[src/rtl/lc3b_mem_pkg.sv]
// Shared definitions for the LC-3b memory access controller.
// Latency: n/a (types and constants only).
// Backpressure: n/a.
package lc3b_mem_pkg;

   // Controller states. The values are fixed so that traces stay comparable
   // with the older decoded-state implementation.
   typedef enum logic [1:0] {
      IDLE = 2'd0,
      WAIT = 2'd1,
      DONE = 2'd2
   } mem_state_e;

   localparam logic RW_READ   = 1'b0;
   localparam logic RW_WRITE  = 1'b1;
   localparam logic SIZE_BYTE = 1'b0;
   localparam logic SIZE_WORD = 1'b1;

   // Access latency, in cycles from request acceptance to the ready pulse.
   // The legal range is 2..15, so it always fits a 4-bit counter.
   localparam int LAT_DEFAULT = 5;

   // Byte stores replicate the low byte onto both lanes. mem16 then picks
   // the lane from addr[0], so the controller never has to steer data.
   function automatic logic [15:0] lane_wdata(input logic [15:0] data,
                                              input logic        size);
      return (size == SIZE_WORD) ? data : {data[7:0], data[7:0]};
   endfunction

endpackage

[src/rtl/mem_lat_counter.sv]
// Loadable down-counter that paces the memory access latency.
// Latency: load/decrement take effect on the next rising edge; zero is combinational from the count.
// Backpressure: none; dec is ignored once the count reaches zero.
//
// Ports:
//   clk, reset       clock, async active-high reset (count clears to 0)
//   load, load_val   load a new count (load has priority over dec)
//   dec              decrement while nonzero
//   zero             count == 0
module mem_lat_counter #(
   parameter int CNT_W = 4
) (
   input  logic             clk,
   input  logic             reset,
   input  logic             load,
   input  logic [CNT_W-1:0] load_val,
   input  logic             dec,
   output logic             zero
);

   logic [CNT_W-1:0] cnt;

   always_ff @(posedge clk or posedge reset) begin
      if (reset) begin
         cnt <= '0;
      end else if (load) begin
         cnt <= load_val;
      end else if (dec && (cnt != '0)) begin
         cnt <= cnt - CNT_W'(1);
      end
   end

   assign zero = (cnt == '0);

endmodule

[src/rtl/mem_access_ctrl.sv]
// Multi-cycle LC-3b memory access controller between MAR/MDR and mem16.
// Latency: ready pulses in the cycle after edge t0+LATENCY, where t0 is the acceptance edge. A misaligned word access pulses one cycle after acceptance.
// Backpressure: accepts req only in IDLE; the requester holds req until ready, and changes to the inputs outside IDLE are ignored.
//
// Ports:
//   clk, reset          clock, async active-high reset (aborts any access)
//   req, rw, word       request (MIO.EN), 1=write, 1=word access
//   addr, wdata         byte address (MAR) and write data (MDR)
//   ready, err, rdata   one-cycle completion pulse, misalignment flag, read result
//   mem_addr/wdata/word stable memory-side address, data and size (ir14)
//   mem_we_n            active-low write strobe, one full cycle per write
//   mem_rdata           read data from mem16 (byte reads already sign-extended)
module mem_access_ctrl
   import lc3b_mem_pkg::*;
#(
   parameter int LATENCY = LAT_DEFAULT,
   parameter int CNT_W   = 4
) (
   input  logic        clk,
   input  logic        reset,
   input  logic        req,
   input  logic        rw,
   input  logic        word,
   input  logic [15:0] addr,
   input  logic [15:0] wdata,
   output logic        ready,
   output logic [15:0] rdata,
   output logic        err,
   output logic [15:0] mem_addr,
   output logic [15:0] mem_wdata,
   output logic        mem_word,
   output logic        mem_we_n,
   input  logic [15:0] mem_rdata
);

   mem_state_e state;
   logic       rw_q;
   logic       err_q;
   logic       accept;
   logic       misalign;
   logic       cnt_load;
   logic       cnt_dec;
   logic       cnt_zero;

   assign accept   = (state == IDLE) && req;
   assign misalign = (word == SIZE_WORD) && addr[0];

   // Misaligned requests skip the counter and go straight to DONE.
   assign cnt_load = accept && !misalign;
   assign cnt_dec  = (state == WAIT);

   mem_lat_counter #(
      .CNT_W (CNT_W)
   ) u_lat_cnt (
      .clk      (clk),
      .reset    (reset),
      .load     (cnt_load),
      .load_val (CNT_W'(LATENCY - 1)),
      .dec      (cnt_dec),
      .zero     (cnt_zero)
   );

   always_ff @(posedge clk or posedge reset) begin
      if (reset) begin
         state     <= IDLE;
         rw_q      <= RW_READ;
         err_q     <= 1'b0;
         rdata     <= '0;
         mem_addr  <= '0;
         mem_wdata <= '0;
         mem_word  <= SIZE_BYTE;
      end else begin
         case (state)
            IDLE: begin
               if (req) begin
                  // The memory-side registers are loaded even for a misaligned
                  // request. The strobe is gated by state, so no memory
                  // operation results.
                  mem_addr  <= addr;
                  mem_word  <= word;
                  mem_wdata <= lane_wdata(wdata, word);
                  rw_q      <= rw;
                  err_q     <= misalign;
                  state     <= misalign ? DONE : WAIT;
               end
            end
            WAIT: begin
               if (cnt_zero) begin
                  state <= DONE;
                  if (rw_q == RW_READ) begin
                     rdata <= mem_rdata;
                  end
               end
            end
            DONE: begin
               state <= IDLE;
            end
            default: begin
               state <= IDLE;
            end
         endcase
      end
   end

   // The strobe is decoded from registered state only, so it is glitch-free.
   // It covers the final WAIT cycle, which contains exactly one falling edge.
   // Reset clears the state asynchronously and releases the strobe at once.
   assign mem_we_n = !((state == WAIT) && cnt_zero && (rw_q == RW_WRITE));

   assign ready = (state == DONE);
   assign err   = err_q;

endmodule

[config.mk]
export PLATFORM = sky130hd
export DESIGN_NAME = mem_access_ctrl
export DESIGN_NICKNAME = d
export VERILOG_FILES = /design/src/rtl/lc3b_mem_pkg.sv /design/src/rtl/mem_lat_counter.sv /design/src/rtl/mem_access_ctrl.sv
export SDC_FILE = /design/constraint.sdc
export NUM_CORES = 1
export LEC_CHECK = 0
export ABC_AREA = 1
export ABC_CLOCK_PERIOD_IN_PS = 1800
export CAP_MARGIN = 20
export CORE_UTILIZATION = 40
export CTS_BUF_LIST = sky130_fd_sc_hd__clkbuf_4 sky130_fd_sc_hd__clkbuf_8
export DETAILED_ROUTE_END_ITERATION = 10
export GPL_ROUTABILITY_DRIVEN = 0
export HOLD_SLACK_MARGIN = 0.08
export PLACE_DENSITY = 0.77
export RECOVER_POWER = 25
export SLEW_MARGIN = 20
export SYNTH_ARGS = -nofsm -noshare
export SYNTH_HDL_FRONTEND = slang
export SYNTH_HIERARCHICAL = 1
export SYNTH_SLANG_ARGS = --single-unit
[constraint.sdc]
create_clock -name clk -period 1.8 [get_ports clk]
set_input_delay 0.54 -clock clk [delete_from_list [all_inputs] [get_ports clk]]
set_output_delay 0.54 -clock clk [all_outputs]
set_load 0.01 [all_outputs]
After elaboration in Yosys (flattened, before gate mapping)
Index checks and enable logic that the tools add are counted.
W data, S select, Z words.
- magnitude comparators: 0
- muxes and demuxes: 7
- bitwise logic cells: 1
- add/subtract/negate cells: 1
- reduce and logical (&&, ||, !) cells: 15
- equality and inequality tests: 4
- divide/modulo/power cells: 0
- multiply operators: 0
- shifts and indexed selects: 0
- operators with widths (operator ; count):
    $mux W16 ; 1
    $mux W4 ; 2
    $logic_and A1 B1 Y1 ; 6
    $mux W2 ; 3
    $logic_not A4 Y1 ; 1
    $ne A2 B2 Y1 const B ; 2
    $pmux W2 S2 ; 1
    $reduce_and A2 Y1 ; 2
    $reduce_bool A4 Y1 ; 1
    $sub A4 B1 Y4 const B ; 1
    $reduce_and A3 Y1 ; 1
    $eq A2 B1 Y1 const B ; 1
    $eq A2 B2 Y1 const B ; 1
    $logic_not A1 Y1 ; 2
    $logic_not A2 Y1 ; 1
    $reduce_bool A2 Y1 ; 1
    $not A1 Y1 ; 1
- memory bits (writable): 0
- output and inout port bits: 52
- memories kept: 0
- memory bits (read-only): 0
- bits in latches: 0
- bits in registers: 57

Logic depth before layout (Yosys ltp)
Gate-level depths: netlist (run 1).
- word-level depth: 4
- mapped depth: 10
- mapped depth without buffers: 9

By module
Netlist (run 1), hierarchy kept.
- by module, submodules not included (module ; sequential area each (sq um) ; area an instance (sq um) ; cells an instance ; times used):
    mem_access_ctrl ; 1326.3 ; 2199.6 ; 254 ; 1
    mem_lat_counter ; 100.1 ; 299.0 ; 47 ; 1

Worst setup path after synthesis (run 1)
Ideal clock, no wire load.
- path type: register -> output
- from: register u_lat_cnt.cnt[0]
- to: output mem_we_n
- arrival time: 1.297 ns
- path slack: -0.037 ns
- data required time: 1.260 ns
- cell stages (with the launch flop): 8
- path through: dfrtp_1 -> inv_1 -> ha_1 -> nand2_2 -> inv_1 -> buf_2 -> buf_2 -> nand3_1
- cells in the longest elaborated chain, start to end: 4
- RTL lines (item ; RTL line ; source):
    from (decl) ; mem_lat_counter.sv:21 ; logic [CNT_W-1:0] cnt;
    from (signal assigned) ; mem_lat_counter.sv:27 ; cnt <= load_val;
    from (signal assigned) ; mem_lat_counter.sv:29 ; cnt <= cnt - CNT_W'(1);
    $logic_not A4 Y1 ; mem_lat_counter.sv:33 ; assign zero = (cnt == '0);
    via cnt_zero ; mem_access_ctrl.sv:43 ; logic cnt_zero;
    $logic_and A1 B1 Y1 (2 in a row) ; mem_access_ctrl.sv:108 ; assign mem_we_n = !((state == WAIT) && cnt_zero && (rw_q == RW_WRITE));
    $logic_not A1 Y1 ; mem_access_ctrl.sv:108 ;
    to (decl) ; mem_access_ctrl.sv:32 ; output logic mem_we_n,
The timed path passes the listed nets, and every way through them passes these cells.

Worst setup path after layout (run 1)
Same ends and word-level chain as after synthesis.

==> metrics.yaml, run 1 <==
p_seq_share_pct: 33.7
path_cells: "inv_2, ha_4, nand2_4, inv_4, nand3_2, buf_6"
violations: "negative setup slack"
die_area_mm2: 0.00657
top_usage_layer: "met2"
p_sw_w: 0.00244
ios: 105
ant_nets: 0
criticalPathCategory: "reg -> out"
relSlewSlack_pct: 53.1
num-fill-cells: 484
drtPass1Iterations: 4
hold_violations: 0
synth_seq_area_share_pct: 57.1
clk_latency_ns: 0.32
clkTransAtPathRegs_ns: 0.06
rows: 28
yosysUniqueCellTypes: 22
synth_seq_cells: 57
final_design_area_no_fill_mm2: 0.00402
yosys_warnings: 6
synth_enable_flop_cells: 0
drtIter0Drc: 135
ys.flop_type: "dfrtp_1"
grt_pass1_wl_mm: 10.1
fmax_mhz: 553
initial_core_util_pct: 42.0
dp_hpwl_mm: 4.32
clock-sinks: 57
drc_errors: 0
routed_via_density: 4.64
dp_slack_ns: -0.262
crit_path_end_kind: "output port"
h-tree-depth: 3
instances_no_fill: 503
combPwrFrac_pct: 48.6
globalRouteMet3Util_pct: 4.72
clk_root_buffer_cell: "clkbuf_8"
use_met1_pct: 25.1
hold_class: "reg -> reg"
routedWlPerCell_um: 12.2
placed_cell_area_mm2: 0.00371
critPathLaunchType: "register"
status: "finished with violations"
synth.top_cells.by_area: "dfrtp_1, nand2_1, nand4_1"
async_flop_share_pct: 100
portBuffers: 104
tightest_slew_ns: 0.703
netlist_area_mm2: 0.00250
clock_path_buffers: 2
grt_max_degree: 48
antenna_found_initial: 0
multiInputGateArea_um2: 940
internal_power_w: 0.00424
arrival_ns: 1.27
required_ns: 1.26
finalClockSkew_ns: 0.00919
cpPeakStageDelay_ns: 0.39
grt_overflow_total: 0
cts_tree: "built"
finalWirelength_mm: 6.15
die_y_um: 81.0
antenna-diode-count: 0
register_area_mm2: 0.00143
max-vdd-ir-drop_uv: 820
layout.nets: 478
critPathMaxFanout: 3
vias: 2336
yosys.cell_count.top_type: "nand2_1"
area_delta_synth_final_pct: 60.8
setup_viol: 1
worst_slack_ns: -0.00782
core_region_area_mm2: 0.00596
grt_use_total_pct: 20.5
p_per_area_mw_per_mm2: 1660
syn_inst: 301
layout_min_cycle_time_ns: 1.81
netlist.area_leader.share_pct: 57.1
finalCritPeriodShare_pct: 100
power_leakage_nw: 2.32
yosys-top-cells-count: "nand2_1, dfrtp_1, inv_1, nand4_1"
pwr-share-clk_pct: 17.7
drv_slew: 0
slowest_stage: "dfrtp_1"
rsz0062_at_grt: "true"
drv_cap: 0
power_w: 0.00668
dpl.cell_count: 485
cts_made_buffers: 9
grt_pass1_vias: 2220
drive_above_1_share_pct: 12.9
syn_area_per_cell_um2: 8.30
yosysTopAreaCell: "dfrtp_1"
use_met2_pct: 34.3
die_w_um: 81.0
switching_share_pct: 36.5
[final timing paths]
kind                       slack [ns]             start               end  cells past startpoint
min in group asynchronous        0.62             reset  u_lat_cnt/cnt[3]                      2
hold / removal                   0.47         rdata[15]         rdata[15]                      2
max in group asynchronous        0.39             reset          state[0]                      3
setup reg to reg                 0.16  u_lat_cnt/cnt[0]          rdata[0]                     10
hold reg to reg                  0.47         rdata[15]         rdata[15]                      2
setup / recovery               -0.008  u_lat_cnt/cnt[0]          mem_we_n                      6
[repair_timing]
| action | in CTS | in global routing |
|---|---|---|
| endpoints found under the setup margin | 2 | 34 |
| hold buffers | 0 | 0 |
| resized for setup | 13 | 31 |
| pin swaps | 2 | 1 |
| setup buffers | 0 | 3 |
[registers in the layout, indices dropped and copies added (netlist names)]
name	cells
mem_wdata	16
state	2
rw_q	1
rdata	16
mem_word	1
u_lat_cnt/cnt	4
mem_addr	16
err	1
[logic make-up after synthesis]
logic type | after synthesis | share of synthesized area [%]
fa+ha+maj | 1 | 0.501
other cells | 2 | 0.301
simple gates | 184 | 31.2
flops | 57 | 57.1
compound gates | 21 | 4.26
buf+inv | 36 | 6.61
[critical path: cells and delay by family (launching register included)]
family	cells	cell delay [ns]
fa+ha+maj	1	0.16
buf+inv	3	0.28
flops	1	0.39
simple gates	2	0.12
[per-stage QoR]
step,hold slack (ns),setup TNS [ns],utilization (%)
finish,0.466,-0.00782,67.5
CTS,0.473,-0.00252,66.1
global route,0.491,-0.0898,67.5
detailed placement,0.457,-5.07,62.4
global placement,0.454,-4.67,62.4
floorplan,0.306,0,-
[final cells by class]
class                   count  area share, %
clock buffers              12           3.95
clock inverters             3          0.996
inverters                  22           2.21
multi-input cells         210           23.4
flip-flops and latches     57           35.5
well taps                  75           2.33
repair buffers            124           31.6
[placed cells by master, fill, tap and decap left out, types with 3 or more instances in the layout]
| cell | synthesis | routed |
|---|---|---|
| nand3_1 | 4 | 3 |
| o21ai_0 | 10 | 10 |
| nand2_1 | 151 | 151 |
| o21ai_1 | 10 | 10 |
| conb_1 | 2 | 4 |
| nand4_1 | 16 | 16 |
| dlymetal6s2s_1 | 0 | 29 |
| dfrtp_1 | 57 | 57 |
| buf_4 | 5 | 17 |
| clkbuf_8 | 0 | 11 |
| inv_1 | 16 | 12 |
| nor2_1 | 4 | 3 |
| inv_2 | 5 | 7 |
| clkdlybuf4s50_1 | 0 | 72 |
[routing by layer]
metal  up-vias  share of wire [%]
li1       1189                  -
met4         0                1.0
met2        75                 48
met3         8                5.8
met1      1064                 45
met5         -                  0
[power groups by stage]
stage                     registers (W)  clock network, W  logic [W]
final                           0.00225           0.00118    0.00325
after global routing            0.00232           0.00128    0.00361
after CTS                       0.00227           0.00122    0.00330
after detailed placement        0.00227                 0    0.00324
after global placement          0.00226                 0    0.00318
after floorplan                 0.00252                 0    0.00133
Power figures use the tool's default switching activity.
==> inputs of run 2 (changes only) <==
--- a/config.mk
+++ b/config.mk
@@ -7,7 +7,6 @@
 export LEC_CHECK = 0
 export ABC_AREA = 1
 export ABC_CLOCK_PERIOD_IN_PS = 1800
-export CAP_MARGIN = 20
 export CORE_UTILIZATION = 40
 export CTS_BUF_LIST = sky130_fd_sc_hd__clkbuf_4 sky130_fd_sc_hd__clkbuf_8
 export DETAILED_ROUTE_END_ITERATION = 10
==> results of run 2 <==
Final layout, timing and power as in run 1 (identical DEF).
